[src/rtl/shift_seq_pkg.sv]
// Shared encodings and defaults for the multi-cycle shift controller.
package shift_seq_pkg;

    localparam int DEFAULT_WIDTH = 32;

    typedef enum logic [1:0] {
        OP_SLL = 2'b00,
        OP_SRL = 2'b01,
        OP_ROR = 2'b10,
        OP_SRA = 2'b11
    } op_e;

    typedef enum logic [1:0] {
        IDLE  = 2'd0,
        SHIFT = 2'd1,
        DONE  = 2'd2
    } state_e;

endpackage

[src/rtl/shift_seq_ctrl_if.sv]
// Request/result bundle between the ALU32 decode, the shift controller and the result mux.
interface shift_seq_ctrl_if #(
    parameter int WIDTH = 32,
    parameter int SHW   = $clog2(WIDTH)
) ();
    logic             in_valid;
    logic             in_ready;
    logic [1:0]       op;
    logic [WIDTH-1:0] data;
    logic [SHW-1:0]   shamt;
    logic             abort;
    logic             out_valid;
    logic             out_ready;
    logic [WIDTH-1:0] result;
    logic             busy;

    modport master (
        output in_valid, op, data, shamt, abort, out_ready,
        input  in_ready, out_valid, result, busy
    );

    modport slave (
        input  in_valid, op, data, shamt, abort, out_ready,
        output in_ready, out_valid, result, busy
    );
endinterface

[src/rtl/shift_stage_var.sv]
// One combinational shift stage whose distance is 2^stage_i, selected per output bit.
module shift_stage_var
    import shift_seq_pkg::*;
#(
    parameter int WIDTH = DEFAULT_WIDTH,
    parameter int SHW   = $clog2(WIDTH),
    parameter int STW   = (SHW > 1) ? $clog2(SHW) : 1
) (
    input  logic [WIDTH-1:0] value_i,
    input  op_e              op_i,
    input  logic [STW-1:0]   stage_i,
    output logic [WIDTH-1:0] value_o
);

    logic [SHW-1:0] dist_s;
    logic [SHW-1:0] lo_idx_s;
    logic [SHW-1:0] hi_idx_s;

    assign dist_s = SHW'(1) << stage_i;

    // Index arithmetic wraps modulo WIDTH, so rotate falls out of the same mux as the shifts.
    always_comb begin
        value_o  = '0;
        lo_idx_s = '0;
        hi_idx_s = '0;
        for (int i = 0; i < WIDTH; i++) begin
            lo_idx_s = SHW'(i) - dist_s;
            hi_idx_s = SHW'(i) + dist_s;
            case (op_i)
                OP_SLL:  value_o[i] = (i >= int'(dist_s)) ? value_i[lo_idx_s] : 1'b0;
                OP_SRL:  value_o[i] = (i + int'(dist_s) < WIDTH) ? value_i[hi_idx_s] : 1'b0;
                OP_SRA:  value_o[i] = (i + int'(dist_s) < WIDTH) ? value_i[hi_idx_s] : value_i[WIDTH-1];
                OP_ROR:  value_o[i] = value_i[hi_idx_s];
                default: value_o[i] = 1'b0;
            endcase
        end
    end

endmodule

[src/rtl/shift_seq_ctrl.sv]
// Multi-cycle shifter: one request in, five fixed power-of-two steps (MSB first), result held until taken.
module shift_seq_ctrl
    import shift_seq_pkg::*;
#(
    parameter int WIDTH = DEFAULT_WIDTH,
    parameter int SHW   = $clog2(WIDTH),
    parameter int STW   = (SHW > 1) ? $clog2(SHW) : 1
) (
    input  logic             clk,
    input  logic             rst,
    shift_seq_ctrl_if.slave  bus
);

    state_e           state_q,     state_d;
    logic [WIDTH-1:0] acc_q,       acc_d;
    op_e              op_q,        op_d;
    logic [SHW-1:0]   shamt_q,     shamt_d;
    logic [STW-1:0]   stage_q,     stage_d;
    logic [WIDTH-1:0] result_q,    result_d;
    logic             out_valid_q, out_valid_d;
    logic             in_ready_q,  in_ready_d;
    logic             busy_q,      busy_d;
    logic [WIDTH-1:0] stage_val_s;

    shift_stage_var #(.WIDTH(WIDTH), .SHW(SHW), .STW(STW)) u_stage (
        .value_i (acc_q),
        .op_i    (op_q),
        .stage_i (stage_q),
        .value_o (stage_val_s)
    );

    // abort must also block acceptance in the same cycle, hence the combinational gate.
    assign bus.in_ready  = in_ready_q & ~bus.abort;
    assign bus.out_valid = out_valid_q;
    assign bus.result    = result_q;
    assign bus.busy      = busy_q;

    // Next-state and datapath update; abort outranks the handshake.
    always_comb begin
        state_d     = state_q;
        acc_d       = acc_q;
        op_d        = op_q;
        shamt_d     = shamt_q;
        stage_d     = stage_q;
        result_d    = result_q;
        out_valid_d = out_valid_q;
        in_ready_d  = in_ready_q;
        busy_d      = busy_q;
        if (bus.abort && (state_q != IDLE)) begin
            state_d     = IDLE;
            acc_d       = '0;
            result_d    = '0;
            out_valid_d = 1'b0;
            in_ready_d  = 1'b1;
            busy_d      = 1'b0;
        end else begin
            case (state_q)
                IDLE: begin
                    if (bus.in_valid && !bus.abort) begin
                        acc_d      = bus.data;
                        op_d       = op_e'(bus.op);
                        shamt_d    = bus.shamt;
                        stage_d    = STW'(SHW - 1);
                        state_d    = SHIFT;
                        in_ready_d = 1'b0;
                        busy_d     = 1'b1;
                    end else begin
                        state_d = IDLE;
                    end
                end
                SHIFT: begin
                    if (shamt_q[stage_q]) begin
                        acc_d = stage_val_s;
                    end else begin
                        acc_d = acc_q;
                    end
                    if (stage_q == STW'(0)) begin
                        state_d     = DONE;
                        result_d    = acc_d;
                        out_valid_d = 1'b1;
                    end else begin
                        stage_d = stage_q - STW'(1);
                    end
                end
                DONE: begin
                    if (bus.out_ready) begin
                        state_d     = IDLE;
                        out_valid_d = 1'b0;
                        in_ready_d  = 1'b1;
                        busy_d      = 1'b0;
                    end else begin
                        state_d = DONE;
                    end
                end
                default: begin
                    state_d     = IDLE;
                    out_valid_d = 1'b0;
                    in_ready_d  = 1'b1;
                    busy_d      = 1'b0;
                end
            endcase
        end
    end

    // State and output registers with synchronous reset.
    always_ff @(posedge clk) begin
        if (rst) begin
            state_q     <= IDLE;
            acc_q       <= '0;
            op_q        <= OP_SLL;
            shamt_q     <= '0;
            stage_q     <= '0;
            result_q    <= '0;
            out_valid_q <= 1'b0;
            in_ready_q  <= 1'b1;
            busy_q      <= 1'b0;
        end else begin
            state_q     <= state_d;
            acc_q       <= acc_d;
            op_q        <= op_d;
            shamt_q     <= shamt_d;
            stage_q     <= stage_d;
            result_q    <= result_d;
            out_valid_q <= out_valid_d;
            in_ready_q  <= in_ready_d;
            busy_q      <= busy_d;
        end
    end

endmodule
[src/flat_wrapper.sv]
// flat-port wrapper written by rule: the top's interface ports become plain ports
module shift_seq_ctrl_flat import shift_seq_pkg::*;
#(
    parameter int WIDTH = DEFAULT_WIDTH,
    parameter int SHW   = $clog2(WIDTH),
    parameter int STW   = (SHW > 1) ? $clog2(SHW) : 1
)
  (clk, rst, bus_in_valid, bus_op, bus_data, bus_shamt, bus_abort, bus_out_ready, bus_in_ready, bus_out_valid, bus_result, bus_busy);
  shift_seq_ctrl_if #(.WIDTH(WIDTH), .SHW(SHW)) bus_i ();
  input  logic clk;
  input  logic rst;
  input wire logic [$bits(bus_i.in_valid)-1:0] bus_in_valid;
  input wire logic [$bits(bus_i.op)-1:0] bus_op;
  input wire logic [$bits(bus_i.data)-1:0] bus_data;
  input wire logic [$bits(bus_i.shamt)-1:0] bus_shamt;
  input wire logic [$bits(bus_i.abort)-1:0] bus_abort;
  input wire logic [$bits(bus_i.out_ready)-1:0] bus_out_ready;
  output wire logic [$bits(bus_i.in_ready)-1:0] bus_in_ready;
  output wire logic [$bits(bus_i.out_valid)-1:0] bus_out_valid;
  output wire logic [$bits(bus_i.result)-1:0] bus_result;
  output wire logic [$bits(bus_i.busy)-1:0] bus_busy;
  assign bus_i.in_valid = bus_in_valid;
  assign bus_i.op = bus_op;
  assign bus_i.data = bus_data;
  assign bus_i.shamt = bus_shamt;
  assign bus_i.abort = bus_abort;
  assign bus_i.out_ready = bus_out_ready;
  assign bus_in_ready = bus_i.in_ready;
  assign bus_out_valid = bus_i.out_valid;
  assign bus_result = bus_i.result;
  assign bus_busy = bus_i.busy;
  shift_seq_ctrl #(.WIDTH(WIDTH), .SHW(SHW), .STW(STW)) u_core (.clk(clk), .rst(rst), .bus(bus_i));
endmodule
[config.mk]
export PLATFORM = sky130hd
export DESIGN_NAME = shift_seq_ctrl_flat
export DESIGN_NICKNAME = d
export VERILOG_FILES = /design/src/rtl/shift_seq_pkg.sv /design/src/rtl/shift_seq_ctrl_if.sv /design/src/rtl/shift_stage_var.sv /design/src/rtl/shift_seq_ctrl.sv /design/src/flat_wrapper.sv
export SDC_FILE = /design/constraint.sdc
export NUM_CORES = 1
export LEC_CHECK = 0
export BUFFER_PORTS_ARGS = -buffer_cell sky130_fd_sc_hd__buf_2
export CAP_MARGIN = 10
export CORE_UTILIZATION = 40
export DETAILED_ROUTE_END_ITERATION = 7
export SLEW_MARGIN = 0
export SYNTH_ARGS = -nofsm -noshare
export SYNTH_HDL_FRONTEND = slang
export SYNTH_SLANG_ARGS = --single-unit
[constraint.sdc]
create_clock -name clk -period 5.49 [get_ports clk]
set_input_delay 0.8235 -clock clk [delete_from_list [all_inputs] [get_ports clk]]
set_output_delay 0.8235 -clock clk [all_outputs]
set_load 0.01 [all_outputs]
Word-level counts from Yosys, hierarchy flattened

Index checks and enable logic that the tools add are counted.

Flip-flop bits (word level): 79
Bits of input ports: 44
Output and inout bits: 35
Logic and storage cells: 537

Add/sub/neg operators: 95
$lt $le $gt $ge: 128
Equality and inequality tests: 9
Shifts and indexed selects: 1
Muxes and demuxes: 275
Bitwise logic cells: 5
Reduce and logical (&&, ||, !) cells: 15

Operators by type and width:

| kind                  | number |
|---|---|
| $lt A5 B6 Y1 const B  | 65 |
| $bmux W1 S5           | 64 |
| $lt A6 B6 Y1 const B  | 31 |
| $mux W1               | 166 |
| $pmux W1 S4           | 32 |
| $add A5 B5 Y6 const A | 16 |
| $add A5 B5 Y5 const A | 16 |
| $sub A5 B5 Y5 const A | 16 |
| $ge A5 B5 Y1 const A  | 15 |
| $mux W32              | 2 |
| $pmux W32 S2          | 1 |
| $add A4 B5 Y6 const A | 8 |
| $add A4 B5 Y5 const A | 8 |
| $ge A4 B5 Y1 const A  | 8 |
| $sub A4 B5 Y5 const A | 8 |
| $add A3 B5 Y6 const A | 4 |
| $add A3 B5 Y5 const A | 4 |
| $ge A3 B5 Y1 const A  | 4 |
| $sub A3 B5 Y5 const A | 4 |
| $add A2 B5 Y6 const A | 2 |
| $add A2 B5 Y5 const A | 2 |
| $ge A1 B5 Y1 const A  | 2 |
| $ge A2 B5 Y1 const A  | 2 |
| $sub A1 B5 Y5 const A | 2 |
| other kinds (27)      | 46 |

Logic depth before layout (Yosys ltp)

Depth after elaboration: 8
Mapped depth: 18
Mapped depth without buffers: 13

Cells and area by module

A second synthesis with hierarchy kept.

Cell total of the unflattened synthesis: 1182
Area total of the unflattened synthesis: 8488.1 µm²

Modules (own cells, without submodules):

| module          | instances | cells an instance | area an instance (µm²) | seq. area each (µm²) |
|---|---|---|---|---|
| shift_stage_var | 1         | 731               | 4814.6                 | 0.0 |
| shift_seq_ctrl  | 1         | 451               | 3673.5                 | 1581.5 |

Worst setup path before layout

No wires, ideal clock.

Kind: register to register
From: register u_core.stage_q[1]
To: register u_core.acc_q[24]
Setup time: 0.141 ns
Arrival time: 3.770 ns
Data required time: 5.349 ns
Path slack: 1.579 ns
Cell stages (with the launch flop): 16
Buffers on the path: 5
Clock period less this slack: 3.911 ns
Cells stage by stage: dfxtp_1 -> inv_1 -> ha_1 -> nor2b_1 -> buf_2 -> clkbuf_1 -> clkbuf_1 -> inv_1 -> ha_1 -> buf_1 -> buf_1 -> mux4_2 -> mux2i_1 -> nand2_1 -> o311ai_0 -> o22ai_1

Cells in the longest elaborated chain, start to end: 8
Elaborated cells between the ends (all ways): 18
Those cells by class: add/sub (3); order compare (2); shift (1); mux (12)

RTL lines:

| item                                           | line                                                                | text |
|---|---|---|
| start, declared                                | shift_seq_ctrl.sv:18                                                | `logic [STW-1:0] stage_q, stage_d;` |
| start signal, assigned                         | shift_seq_ctrl.sv:122                                               | `stage_q <= stage_d;` |
| $shl A1 B3 Y5                                  | shift_stage_var.sv:19                                               | `assign dist_s = SHW'(1) << stage_i;` |
| $add A5 B5 Y5 or $sub A5 B5 Y5 (tied branches) | shift_stage_var.sv:28, shift_stage_var.sv:27                        |  |
| $bmux W1 S5 (on tied branches)                 | -                                                                   |  |
| $mux W1 (on tied branches)                     | -                                                                   |  |
| $mux W1 (on tied branches)                     | shift_stage_var.sv:32, shift_stage_var.sv:30, shift_stage_var.sv:31 |  |
| $pmux W1 S4                                    | shift_stage_var.sv:29                                               | `case (op_i)` |
| $mux W32 (*)                                   | shift_seq_ctrl.sv:72                                                | `if (shamt_q[stage_q]) begin` |
| $pmux W32 S2 (*)                               | shift_seq_ctrl.sv:57                                                | `case (state_q)` |
| end signal, assigned                           | shift_seq_ctrl.sv:109                                               | `acc_q <= '0;` |
| end signal, assigned                           | shift_seq_ctrl.sv:119                                               | `acc_q <= acc_d;` |
| end, declared                                  | shift_seq_ctrl.sv:15                                                | `logic [WIDTH-1:0] acc_q, acc_d;` |

Mark *: on every way between the ends. The rest lies on a longest branch, timed or not. The select of a mux whose other input is x is not followed.
A chain may end at the register's enable or synchronous reset.

Worst setup path after layout

From: register u_core.stage_q[0]
To: register u_core.result_q[15], in the netlist u_core.bus.result[15]

Cells in the longest elaborated chain, start to end: 7
Elaborated cells between the ends (all ways): 19
Those cells by class: add/sub (3); order compare (2); shift (1); mux (11); reduce/logical (2)

RTL lines:

| item                                           | line                                                                | text |
|---|---|---|
| $shl A1 B3 Y5                                  | shift_stage_var.sv:19                                               |  |
| $add A4 B5 Y5 or $sub A4 B5 Y5 (tied branches) | shift_stage_var.sv:28, shift_stage_var.sv:27                        |  |
| $bmux W1 S5 (on tied branches)                 | -                                                                   |  |
| $mux W1 (on tied branches)                     | -                                                                   |  |
| $mux W1 (on tied branches)                     | shift_stage_var.sv:32, shift_stage_var.sv:30, shift_stage_var.sv:31 |  |
| $pmux W1 S4                                    | shift_stage_var.sv:29                                               |  |
| $mux W32                                       | shift_seq_ctrl.sv:72                                                |  |
| end signal, assigned                           | shift_seq_ctrl.sv:123                                               | `result_q <= result_d;` |
| end, declared                                  | shift_seq_ctrl.sv:19                                                | `logic [WIDTH-1:0] result_q, result_d;` |

Several ways; a longest one is shown, not always the timed one. The select of a mux whose other input is x is not followed.

==> results.tsv <==
metric	value	unit
clkSlewWorstSetupHoldPaths	70	ps
avgViaCountPerCell	6.96	
startpoint	u_core.stage_q[0]	
die_w	156	um
worstReg2RegStart	u_core.stage_q[0]	
core	22900	um2
cp_max_fo	18	
finalSetupViolCount	0	
fin_setup_tns	0	ps
nNetsFinal	1256	
post-cts-setup-buffer-count	0	
drc	0	
outcome	complete, no violations	
yosysWarnings	0	
yosys.area.top_type_share	16.7	%
synthesis.nets	1232	
slew_headroom	17.1	%
die_area	24300	um2
stdcell_count	1513	
initial_core_util	41.4	%
ir_drop	0.000141	V
synth_seq_area_share	16.7	%
hold_slack	452	ps
drtIter0Drc	1467	
crit_type	flip-flop to flip-flop	
avgSynthCellArea	8.10	um2
fmax	234	MHz
ioPinCount	79	
grt_pass1_vias	9864	
fill_cells	2341	
p_leak	3.89	nW
rsz0062_at_grt	no	
wl_per_cell	29.3	um
muxShareOfSynthArea	31.5	%
io_buffers	78	
rrSetupSlack	1210	ps
synth_compound_area_share	27.1	%
cts_hold_buf	0	
maxCapViolCount	0	
r2r_end	u_core.bus.result[15]	
synth_top_family_by_area	multiplexers	
clockRootBuffer	clkbuf_16	
fp.dieH	156	um
antenna_cells	0	
synth-xor-area-share	1.38	%
drive_above_1_share	21.8	%
synth_seq_cells	79	
worstMarginPinSlew	1210	ps
cts_resized	0	
wirelength	44400	um
clk_latency	350	ps
synthTopCellsByArea	dfxtp_1 (17%), mux2i_1 (14%), mux4_2 (12%), a21oi_1 (6.4%), mux2_2 (4.9%)	
crit_end	u_core.bus.result[15]	
crit_arrival	4480	ps
maxSlewViolCount	0	
final_hold_viol_count	0	
place_inst	1497	
cts_tree	yes	
drt_first_pass_iters	5	
synth_cell_types	73	
ys.flop_type	dfxtp_1	
antenna_found_initial	1	
vias	10500	
final_antenna_net_count	0	
power_density	228	nW/um2
startpoint_type	flip-flop	
synth-edff-count	0	
numCtsBuffers	9	
synthCells	1171	
overflow	0	
syn_area	9490	um2
endpoint_kind	flip-flop	
synth_area_leader_cell	dfxtp_1	
synthToLayoutAreaGrowth	10.9	%
grt_pass1_wl	65200	um
finalCritPeriodShare	77.9	%
grt_use_total	36.7	%
cts.sinks	79	
gp_congestion	1.03	
grt_max_degree	56	
fin_skew	14.6	ps
hold_path.class	flip-flop to flip-flop	
htree_levels	3	
reg2regPathDepth	15	
ctsLongestPathBuffers	2	
cp_data_required_time	5700	ps
dp_hpwl	32200	um
yosys.area_share.simple	14.7	%
placementRows	55	
synth-adder-area-share	2.24	%
fin_crit	4280	ps
synthArstFlopShare	0	%
-- worst min path at each step --
stage	startpoint	end	slack [ps]	cells after the start
2_1_floorplan	u_core.shamt_q[4]	u_core.shamt_q[4]	430	2
3_3_place_gp	u_core.bus.result[18]	u_core.bus.result[18]	440	2
3_5_place_dp	u_core.bus.result[26]	u_core.bus.result[26]	450	2
4_1_cts	u_core.bus.result[26]	u_core.bus.result[26]	460	2
5_1_grt	u_core.bus.result[19]	u_core.bus.result[19]	470	2
6_report	u_core.bus.result[18]	u_core.bus.result[18]	450	2
-- registers in the layout, summed over array words and instances, names as in the netlist --
| register | count |
|---|---|
| u_core.bus.busy | 1 |
| u_core.in_ready_q | 1 |
| u_core.op_q | 2 |
| u_core.bus.result | 32 |
| u_core.bus.out_valid | 1 |
| u_core.state_q | 2 |
| u_core.stage_q | 3 |
| u_core.shamt_q | 5 |
| u_core.acc_q | 32 |
-- where the power goes --
| part | total (mW) | switching [mW] | leakage [nW] | internal [mW] |
|---|---|---|---|---|
| combinational | 1.03 | 0.655 | 3.08 | 0.376 |
| clock | 0.701 | 0.292 | 0.164 | 0.410 |
| sequential | 0.670 | 0.0660 | 0.643 | 0.604 |
| total | 2.40 | 1.01 | 3.89 | 1.39 |
-- metal layers --
metal,GRT usage (%),vias up,share of wire (%)
met3,8.47,138,11
met5,0,-,0
met4,16.8,0,5.4
li1,-,4554,-
met2,54.9,693,42
met1,49.9,5153,42
-- Yosys cell counts (all sizes together), types with 7 or more instances --
master	n
mux2i	132
a21oi	122
nand2	83
clkbuf	79
dfxtp	79
nor2	77
o21ai	69
mux4	52
mux2	44
o22ai	44
a22oi	43
buf	36
o211ai	29
inv	23
nor3	22
nand3	19
ha	17
o221ai	16
nand2b	15
xnor2	13
or3	12
a21o	10
nor2b	10
and3	9
nand4	9
a211oi	8
and2	8
a31oi	7
-- stage by stage --
step | setup WS (ps) | total power, mW | area, um2 | util, %
finish | 1210 | 2.40 | 10500 | 45.9
global route | 981 | 2.49 | 10500 | 45.9
CTS | 1330 | 2.37 | 10500 | 45.9
detailed placement | 1390 | 1.67 | 10200 | 44.5
global placement | 1370 | 1.66 | 10200 | 44.5
floorplan | 1580 | 1.34 | 9490 | -
-- critical path, stage by stage (launching register included) --
cell      delay, ps
dfxtp_1         360
inv_1           150
ha_1            170
buf_4           240
nor2b_2         440
inv_2           270
ha_1            380
buf_4           240
nand2_1         100
o22a_1          160
and2_0          300
nor3_1          120
o41ai_1         400
o211ai_1        140
a222oi_1        480
a211oi_1        160
-- final cells by class --
class / instances / area, um2 / share of cell area (%)
Tap cell: 313 / 392 / 3.72
Inverter: 23 / 91.3 / 0.868
Multi-Input combinational cell: 954 / 7360 / 69.9
Sequential cell: 79 / 1580 / 15.0
Clock inverter: 7 / 109 / 1.03
Timing Repair Buffer: 128 / 766 / 7.28
Clock buffer: 9 / 225 / 2.14
-- logic make-up (layout without fill, tap and decap cells) --
| kind of cell | after synthesis | in the layout |
|---|---|---|
| simple gates | 291 | 291 |
| mux | 228 | 228 |
| buf+inv | 138 | 167 |
| fa+ha+maj | 17 | 17 |
| compound gates | 403 | 403 |
| flops | 79 | 79 |
| xor+xnor | 15 | 15 |
-- cell usage in the layout (no fill, tap or decap), types with 5 or more instances in the layout --
cell type and n:
o21a_1 5, nand3_1 19, or3_1 12, nor4_1 6
mux4_2 52, nor3b_1 5, nor2b_1 7, buf_4 50
a22oi_1 43, nor2_1 73, a31oi_1 7, or2_2 5
o21ai_1 9, mux2_2 41, o211ai_1 29, ha_1 16
nand2_1 83, mux2i_1 129, o21bai_1 6, and2_1 7
inv_1 18, nand4_1 9, o21ai_0 60, and3_1 9
nor3_1 22, a21oi_1 122, xnor2_1 13, a21o_1 10
dfxtp_1 79, o221ai_1 16, buf_2 78, a211oi_1 8
clkbuf_16 9, nand2b_1 14, o211a_1 5, o22ai_1 44
Power figures use the tool's default switching activity.
